File: src/rtl/sync_pkg.sv
`default_nettype none
// ============================================================================
//  Module      : sync_pkg
//  Description : Shared state encoding for the per-channel debounce FSM.
//                Bit 1 of every state equals the debounced level it drives.
//  Revision    : 1.0 - initial release
// ============================================================================
package sync_pkg;

    typedef logic [1:0] state_t;

    localparam state_t ST_LO   = 2'b00;
    localparam state_t PEND_HI = 2'b01;
    localparam state_t ST_HI   = 2'b11;
    localparam state_t PEND_LO = 2'b10;

endpackage
`default_nettype wire

File: src/rtl/sync_debounce_if.sv
`default_nettype none
// ============================================================================
//  Module      : sync_debounce_if
//  Description : Data bundle between the synchronizer-side producer and the
//                debouncer: synchronized input plus level/edge outputs.
//  Revision    : 1.0 - initial release
// ============================================================================
interface sync_debounce_if #(
    parameter int WIDTH = 1
);
    logic [WIDTH-1:0] din;
    logic [WIDTH-1:0] dout;
    logic [WIDTH-1:0] rise;
    logic [WIDTH-1:0] fall;

    // Producer side: drives the synchronized bus, observes the clean outputs.
    modport master (output din, input dout, input rise, input fall);
    // Debouncer side.
    modport slave  (input din, output dout, output rise, output fall);
endinterface
`default_nettype wire

File: src/rtl/sync_debounce_ch.sv
`default_nettype none
// ============================================================================
//  Module      : debounce_ch
//  Description : One debounce channel: 4-state FSM with a run-length counter,
//                registered level and single-cycle rise/fall pulses.
//  Revision    : 1.0 - initial release
// ============================================================================
module debounce_ch
    import sync_pkg::*;
#(
    parameter int DEBOUNCE_CYC = 16
) (
    input  wire logic clk,
    input  wire logic rst_n,
    input  wire logic din,
    output logic      dout,
    output logic      rise,
    output logic      fall
);

    localparam int            CNT_W    = $clog2(DEBOUNCE_CYC + 1);
    localparam logic [CNT_W-1:0] C_LAST = CNT_W'(DEBOUNCE_CYC - 1);
    localparam bit            C_SINGLE = (DEBOUNCE_CYC == 1);

    state_t           state_q, state_d;
    logic [CNT_W-1:0] cnt_q, cnt_d;
    logic             dout_q, dout_d;
    logic             rise_q, rise_d;
    logic             fall_q, fall_d;

    // Next-state logic: a new level is accepted only after DEBOUNCE_CYC equal
    // samples; any disagreeing sample aborts back to the settled state.
    always_comb begin
        state_d = state_q;
        cnt_d   = cnt_q;
        dout_d  = dout_q;
        rise_d  = 1'b0;
        fall_d  = 1'b0;
        case (state_q)
            ST_LO: begin
                cnt_d = '0;
                if (din) begin
                    if (C_SINGLE) begin
                        state_d = ST_HI;
                        dout_d  = 1'b1;
                        rise_d  = 1'b1;
                    end else begin
                        state_d = PEND_HI;
                        cnt_d   = CNT_W'(1);
                    end
                end
            end
            PEND_HI: begin
                if (din) begin
                    if (cnt_q == C_LAST) begin
                        state_d = ST_HI;
                        dout_d  = 1'b1;
                        rise_d  = 1'b1;
                        cnt_d   = '0;
                    end else begin
                        cnt_d = cnt_q + CNT_W'(1);
                    end
                end else begin
                    state_d = ST_LO;
                    cnt_d   = '0;
                end
            end
            ST_HI: begin
                cnt_d = '0;
                if (!din) begin
                    if (C_SINGLE) begin
                        state_d = ST_LO;
                        dout_d  = 1'b0;
                        fall_d  = 1'b1;
                    end else begin
                        state_d = PEND_LO;
                        cnt_d   = CNT_W'(1);
                    end
                end
            end
            PEND_LO: begin
                if (!din) begin
                    if (cnt_q == C_LAST) begin
                        state_d = ST_LO;
                        dout_d  = 1'b0;
                        fall_d  = 1'b1;
                        cnt_d   = '0;
                    end else begin
                        cnt_d = cnt_q + CNT_W'(1);
                    end
                end else begin
                    state_d = ST_HI;
                    cnt_d   = '0;
                end
            end
            default: begin
                state_d = ST_LO;
                cnt_d   = '0;
                dout_d  = 1'b0;
            end
        endcase
    end

    // State, counter and output registers; reset matches the synchronizer's
    // reset value of 0 so no edge is reported on release.
    always_ff @(posedge clk or negedge rst_n) begin
        if (!rst_n) begin
            state_q <= ST_LO;
            cnt_q   <= '0;
            dout_q  <= 1'b0;
            rise_q  <= 1'b0;
            fall_q  <= 1'b0;
        end else begin
            state_q <= state_d;
            cnt_q   <= cnt_d;
            dout_q  <= dout_d;
            rise_q  <= rise_d;
            fall_q  <= fall_d;
        end
    end

    assign dout = dout_q;
    assign rise = rise_q;
    assign fall = fall_q;

endmodule
`default_nettype wire

File: src/rtl/sync_debounce.sv
`default_nettype none
// ============================================================================
//  Module      : sync_debounce
//  Description : WIDTH independent debounce channels behind the synchronizer,
//                presenting clean levels plus rise/fall pulses.
//  Revision    : 1.0 - initial release
// ============================================================================
module sync_debounce
    import sync_pkg::*;
#(
    parameter int WIDTH        = 1,
    parameter int DEBOUNCE_CYC = 16
) (
    input  wire logic      clk,
    input  wire logic      rst_n,
    sync_debounce_if.slave bus
);

    logic [WIDTH-1:0] w_dout;
    logic [WIDTH-1:0] w_rise;
    logic [WIDTH-1:0] w_fall;

    // One fully independent channel per bit.
    generate
        for (genvar i = 0; i < WIDTH; i++) begin : g_ch
            debounce_ch #(
                .DEBOUNCE_CYC (DEBOUNCE_CYC)
            ) u_ch (
                .clk   (clk),
                .rst_n (rst_n),
                .din   (bus.din[i]),
                .dout  (w_dout[i]),
                .rise  (w_rise[i]),
                .fall  (w_fall[i])
            );
        end
    endgenerate

    assign bus.dout = w_dout;
    assign bus.rise = w_rise;
    assign bus.fall = w_fall;

endmodule
`default_nettype wire

File: src/flat_wrapper.sv
// flat-port wrapper written by rule: the top's interface ports become plain ports
module sync_debounce_flat import sync_pkg::*;
#(
    parameter int WIDTH        = 1,
    parameter int DEBOUNCE_CYC = 16
)
  (clk, rst_n, bus_din, bus_dout, bus_rise, bus_fall);
  sync_debounce_if #(.WIDTH(WIDTH)) bus_i ();
  input  wire logic clk;
  input  wire logic rst_n;
  input wire logic [$bits(bus_i.din)-1:0] bus_din;
  output wire logic [$bits(bus_i.dout)-1:0] bus_dout;
  output wire logic [$bits(bus_i.rise)-1:0] bus_rise;
  output wire logic [$bits(bus_i.fall)-1:0] bus_fall;
  assign bus_i.din = bus_din;
  assign bus_dout = bus_i.dout;
  assign bus_rise = bus_i.rise;
  assign bus_fall = bus_i.fall;
  sync_debounce #(.WIDTH(WIDTH), .DEBOUNCE_CYC(DEBOUNCE_CYC)) u_core (.clk(clk), .rst_n(rst_n), .bus(bus_i));
endmodule
File: config.mk
export PLATFORM = sky130hd
export DESIGN_NAME = sync_debounce_flat
export DESIGN_NICKNAME = d
export VERILOG_FILES = /design/src/rtl/sync_pkg.sv /design/src/rtl/sync_debounce_if.sv /design/src/rtl/sync_debounce_ch.sv /design/src/rtl/sync_debounce.sv /design/src/flat_wrapper.sv
export SDC_FILE = /design/constraint.sdc
export NUM_CORES = 1
export LEC_CHECK = 0
export BUFFER_PORTS_ARGS = -buffer_cell sky130_fd_sc_hd__buf_2
export CAP_MARGIN = 20
export CORE_AREA = 4 4 41 43
export CTS_CLUSTER_SIZE = 25
export DETAILED_ROUTE_END_ITERATION = 10
export DIE_AREA = 0 0 45 47
export GPL_TIMING_DRIVEN = 0
export PLACE_DENSITY = 0.72
export SYNTH_ARGS = -nofsm -noshare
export SYNTH_HDL_FRONTEND = slang
export SYNTH_HIERARCHICAL = 1
export SYNTH_SLANG_ARGS = --single-unit
File: constraint.sdc
create_clock -name clk -period 4.2 [get_ports clk]
set_clock_uncertainty 0.05 [all_clocks]
set_input_delay 0.63 -clock clk [delete_from_list [all_inputs] [get_ports clk]]
set_output_delay 0.63 -clock clk [all_outputs]
set_load 0.02 [all_outputs]
Word level (Yosys, flattened, before mapping)
Cells that the tools add are included.
{"block": "totals", "ff_bits": 10, "latchBits": 0, "ram_bits": 0, "romBits": 0, "inputBits": 3, "out_inout_bits": 3, "wordCells": 45, "mem_count": 0}
{"block": "classes", "addsub": 1, "multipliers": 0, "n_div": 0, "magnitude_cmp": 0, "n_eq_ne": 12, "shifts": 0, "mux": 23, "bitwise": 0, "reduce_logical": 4}
{"op": "5-bit case mux with 4 select lines", "count": 1}
{"op": "5-bit two-way mux", "count": 3}
{"op": "2-bit two-way mux", "count": 6}
{"op": "2-bit inequality test, second input constant", "count": 6}
{"op": "1-bit two-way mux", "count": 11}
{"op": "2-bit case mux with 4 select lines", "count": 1}
{"op": "3-bit inequality test, second input constant", "count": 2}
{"op": "5-bit by 1-bit adder with 5-bit output, second input constant", "count": 1}
{"op": "5-bit by 4-bit == test with 1-bit output, second input constant", "count": 1}
{"op": "5-bit AND reduction", "count": 1}
{"op": "2-bit == test, second input constant", "count": 2}
{"op": "4-bit AND reduction", "count": 1}
{"op": "2-bit by 1-bit == test with 1-bit output, second input constant", "count": 1}
{"op": "2-bit logical NOT", "count": 1}
{"op": "1-bit case mux with 2 select lines", "count": 1}
{"op": "2-bit nonzero test", "count": 1}

Longest topological paths before layout
{"block": "logic_depth", "depth_word": 4, "depth_mapped": 5, "mapped_depth_nobuf": 5}

Worst setup path after synthesis
OpenSTA, ideal clock, no wires.
{"block": "synth_timing", "kind": "input to register", "startpoint": "input port bus_din", "endpoint": "register u_core.g_ch[0].u_ch.state_q[0]", "setup_ns": 0.128, "arrival_time_ns": 1.417, "setup_slack_ns": 2.606, "cell_stages": 4, "path_cell_list": "buf_6 > mux2i_4 > o21ai_2 > mux2_1"}
{"block": "synth_via", "elab_chain_len": 2, "elab_cells_between_ends": 8, "classes_between": "eq/ne (4); mux (3); reduce/logical (1)"}
{"item": "from (decl)", "line_no": "flat_wrapper.sv:11", "text": "input wire logic [$bits(bus_i.din)-1:0] bus_din;"}
{"item": "3-bit inequality test (no source line), or another cell as far along"}
{"item": "4-bit AND reduction (no source line) / 2-bit case mux with 4 select lines (equally long branches)"}
{"item": "to (signal assigned)", "line_no": "sync_debounce_ch.sv:114", "text": "state_q <= state_d;"}
{"item": "to (decl)", "line_no": "sync_debounce_ch.sv:25", "text": "state_t state_q, state_d;"}
Several ways; a longest one is shown, not always the timed one.
A chain may end at the register's enable or synchronous reset.

Final worst setup path
{"block": "layout_timing", "startpoint": "register u_core.g_ch[0].u_ch.state_q[1]", "endpoint": "register u_core.g_ch[0].u_ch.state_q[0]"}
{"block": "layout_via", "elab_chain_len": 3, "elab_cells_between_ends": 10, "classes_between": "eq/ne (7); mux (1); reduce/logical (2)"}
{"item": "2-bit by 1-bit == test with 1-bit output, or another cell as far along", "line_no": "sync_debounce_ch.sv:39", "text": "case (state_q)"}
{"item": "3-bit inequality test (no source line) / 2-bit inequality test (equally long branches)"}
{"item": "4-bit AND reduction (no source line)"}
Several ways; a longest one is shown, not always the timed one.

==> impl_metrics.toml <==
[layout]
antennaDiodeCount = 0
fillCellCount = 129
area_growth_pct = 13.6
layout-drive-gt1-share_pct = 24.1
layout.nets = 64
seq_area_um2 = 250
multi_input_area_um2 = 280

[logic_synthesis]
yosysWarnings = 6
syn-num-nets = 55
syn-cell-area_um2 = 553
synth_seq_cells = 10
netlist_instances = 46
synth-seq-area-share_pct = 45.2
syn_area_per_cell_um2 = 12.0
synth_cell_type_count = 24

[sta]
worstMarginPinSlew_ns = 0.229
setup_viol_count_final = 0
rsz0062_at_grt = "false"
finalCritPeriodShare_pct = 37.6
fin_crit_ns = 1.58
relSlewSlack_pct = 84.7
hold_viol = 0
timing.fmax_mhz = 633
worst_slack_ns = 2.62
finalSetupTns_ns = 0
slew_viol_final = 0

[placed_design]
port_buffers = 4
preCtsSetupSlack_ns = 2.56
gp_congestion = 0.790
dp_hpwl_um = 700

[clocking]
cts_buffers = 3
cts_root_buffer = "clkbuf_4"
cts-resized-gates = 0
clk_path_buf_depth = 2
ctsHtreeMaxLevel = 1
clkTransAtPathRegs_ns = 0.07
cts_tree = "yes"
cts_post_setup_buffers_inserted = 0
ctsHoldBuffers = 0
cts_sinks = 10
insertion_delay_ns = 0.27

[setup_path]
crit_start = "u_core/g_ch[0].u_ch/state_q[1]"
crit_path_start_kind = "register"
endpoint_kind = "register"
critPathRequiredTime_ns = 4.30
cp.arrival_ns = 1.67
crit_type = "register to register"
cp_max_fo = 4
timing.rr.start = "u_core/g_ch[0].u_ch/state_q[1]"

[pwr]
peakVddDrop_uv = 256
p_per_area_mw_per_mm2 = 551
leakage_nw = 0.313

[run]
maxCapViolations = 0

[status]
status = "complete, no violations"

[global_routing]
grt_overflow_total = 0
grt_max_degree = 11
grt_pass1_wl_um = 1470
antenna_found_initial = 0
grt_pass1_vias = 344
track_usage_pct = 10.4

[worst_hold_path]
min_path_type = "input port to async pin"

[route]
first_pass_iters = 3
vias = 364
drc = 0
drt-vias-per-instance = 5.28
drtIter0Drc = 11
drt-wirelength-per-cell_um = 13.4
finalWirelength_um = 926
ant_nets = 0

[die]
start_util_pct = 42.5
io-pin-count = 6
core_mm2 = 0.00130
rows = 13
die_area_mm2 = 0.00212
die_w_um = 45
die_h_um = 47
[registers in the layout, summed over array words and instances, names as in the netlist]
| register | count |
|---|---|
| u_core/g_ch.u_ch/cnt_q | 5 |
| u_core/g_ch.u_ch/rise | 1 |
| u_core/g_ch.u_ch/state_q | 2 |
| u_core/g_ch.u_ch/dout | 1 |
| u_core/g_ch.u_ch/fall | 1 |
[through the flow]
stage / std cells / area, µm² / utilization [%] / hold slack, ns / power [mW]
CTS: 69 / 628 / 48.3 / 0.156 / 0.351
detailed placement: 65 / 592 / 45.5 / 0.451 / 0.263
global placement: 65 / 592 / 45.5 / 0.447 / 0.258
global route: 69 / 628 / 48.3 / 0.153 / 0.376
floorplan: 46 / 553 / - / 0.284 / 0.238
finish: 69 / 628 / 48.3 / 0.159 / 0.346
[cell families (layout without fill, tap and decap cells)]
| family | Yosys count | after routing | share of synthesized area, % |
|---|---|---|---|
| xor+xnor | 2 | 2 | 3.17 |
| simple gates | 12 | 12 | 13.6 |
| compound gates | 7 | 7 | 8.37 |
| flops | 10 | 10 | 45.2 |
| mux | 5 | 5 | 12.0 |
| buf+inv | 4 | 12 | 4.07 |
| fa+ha+maj | 6 | 6 | 13.6 |
[worst max-delay path, cell delays in order, from the launching register on]
cell,delay (ns)
dfrtp_1,0.42
inv_1,0.11
ha_1,0.26
mux2i_4,0.12
o21ai_2,0.17
mux2_1,0.33
[layer usage]
| layer | GRT usage, % | vias up | wire [µm] | part of all wire, % |
|---|---|---|---|---|
| met4 | 7.02 | 0 | 10 | 1.1 |
| met5 | 0 | - | 0 | 0 |
| met1 | 11.5 | 170 | 424 | 46 |
| met2 | 15.3 | 9 | 424 | 46 |
| li1 | - | 183 | - | - |
| met3 | 5.75 | 2 | 67 | 7.2 |
[cell usage in the layout, fill, tap and decap left out]
master	count
dfrtp_1	10
ha_1	6
buf_2	4
clkbuf_4	3
inv_1	3
and3_1	3
nand3_1	2
xnor2_1	2
mux2_1	2
o21ai_0	2
clkbuf_8	1
buf_6	1
mux2i_4	1
nor2_1	1
nand4b_1	1
nor3_1	1
and4b_1	1
o32ai_1	1
mux2_2	1
nor3b_1	1
and3_2	1
nand2_1	1
a21oi_1	1
mux2i_1	1
o21ai_2	1
a31oi_1	1
o31ai_1	1
[path summary, 6_finish.rpt]
path / to / slack [ns] / cells after the start
worst max-delay path: u_core/g_ch[0].u_ch/state_q[0] / 2.62 / 5
worst min-delay path: u_core/g_ch[0].u_ch/cnt_q[4] / 0.16 / 1
worst max register to register: u_core/g_ch[0].u_ch/state_q[0] / 2.62 / 5
worst min register to register: u_core/g_ch[0].u_ch/cnt_q[4] / 0.48 / 1
max in group asynchronous: u_core/g_ch[0].u_ch/state_q[0] / 3.75 / 1
min in group clk: u_core/g_ch[0].u_ch/cnt_q[4] / 0.48 / 1
[power breakdown]
group	leakage (nW)	total (mW)	internal, mW	switching, mW
Combinational	0.158	0.131	0.0632	0.0676
Sequential	0.134	0.129	0.114	0.0152
Clock	0.0210	0.0862	0.0526	0.0335
Total	0.313	0.346	0.230	0.116
[synthesized netlist by cell type]
cell	count	area share [%]
dfrtp_1	10	45
ha_1	6	14
and3_1	3	3.4
inv_1	3	2.0
mux2_1	2	4.1
nand3_1	2	1.8
o21ai_0	2	1.8
xnor2_1	2	3.2
a21oi_1	1	0.90
a31oi_1	1	1.1
and3_2	1	1.4
and4b_1	1	1.8
buf_6	1	2.0
mux2_2	1	2.0
mux2i_1	1	1.8
mux2i_4	1	4.1
nand2_1	1	0.68
nand4b_1	1	1.6
nor2_1	1	0.68
nor3_1	1	0.90
nor3b_1	1	1.4
o21ai_2	1	1.6
o31ai_1	1	1.4
o32ai_1	1	1.6
[cell type report]
class | count | share of cell area, %
tap | 15 | 2.99
sequential | 10 | 39.8
timing repair buffer | 4 | 3.19
buffer | 1 | 1.79
clock buffer | 4 | 5.78
inverter | 3 | 1.79
multi-input combinational | 32 | 44.6
No activity file was read; power rests on OpenSTA's default activity.
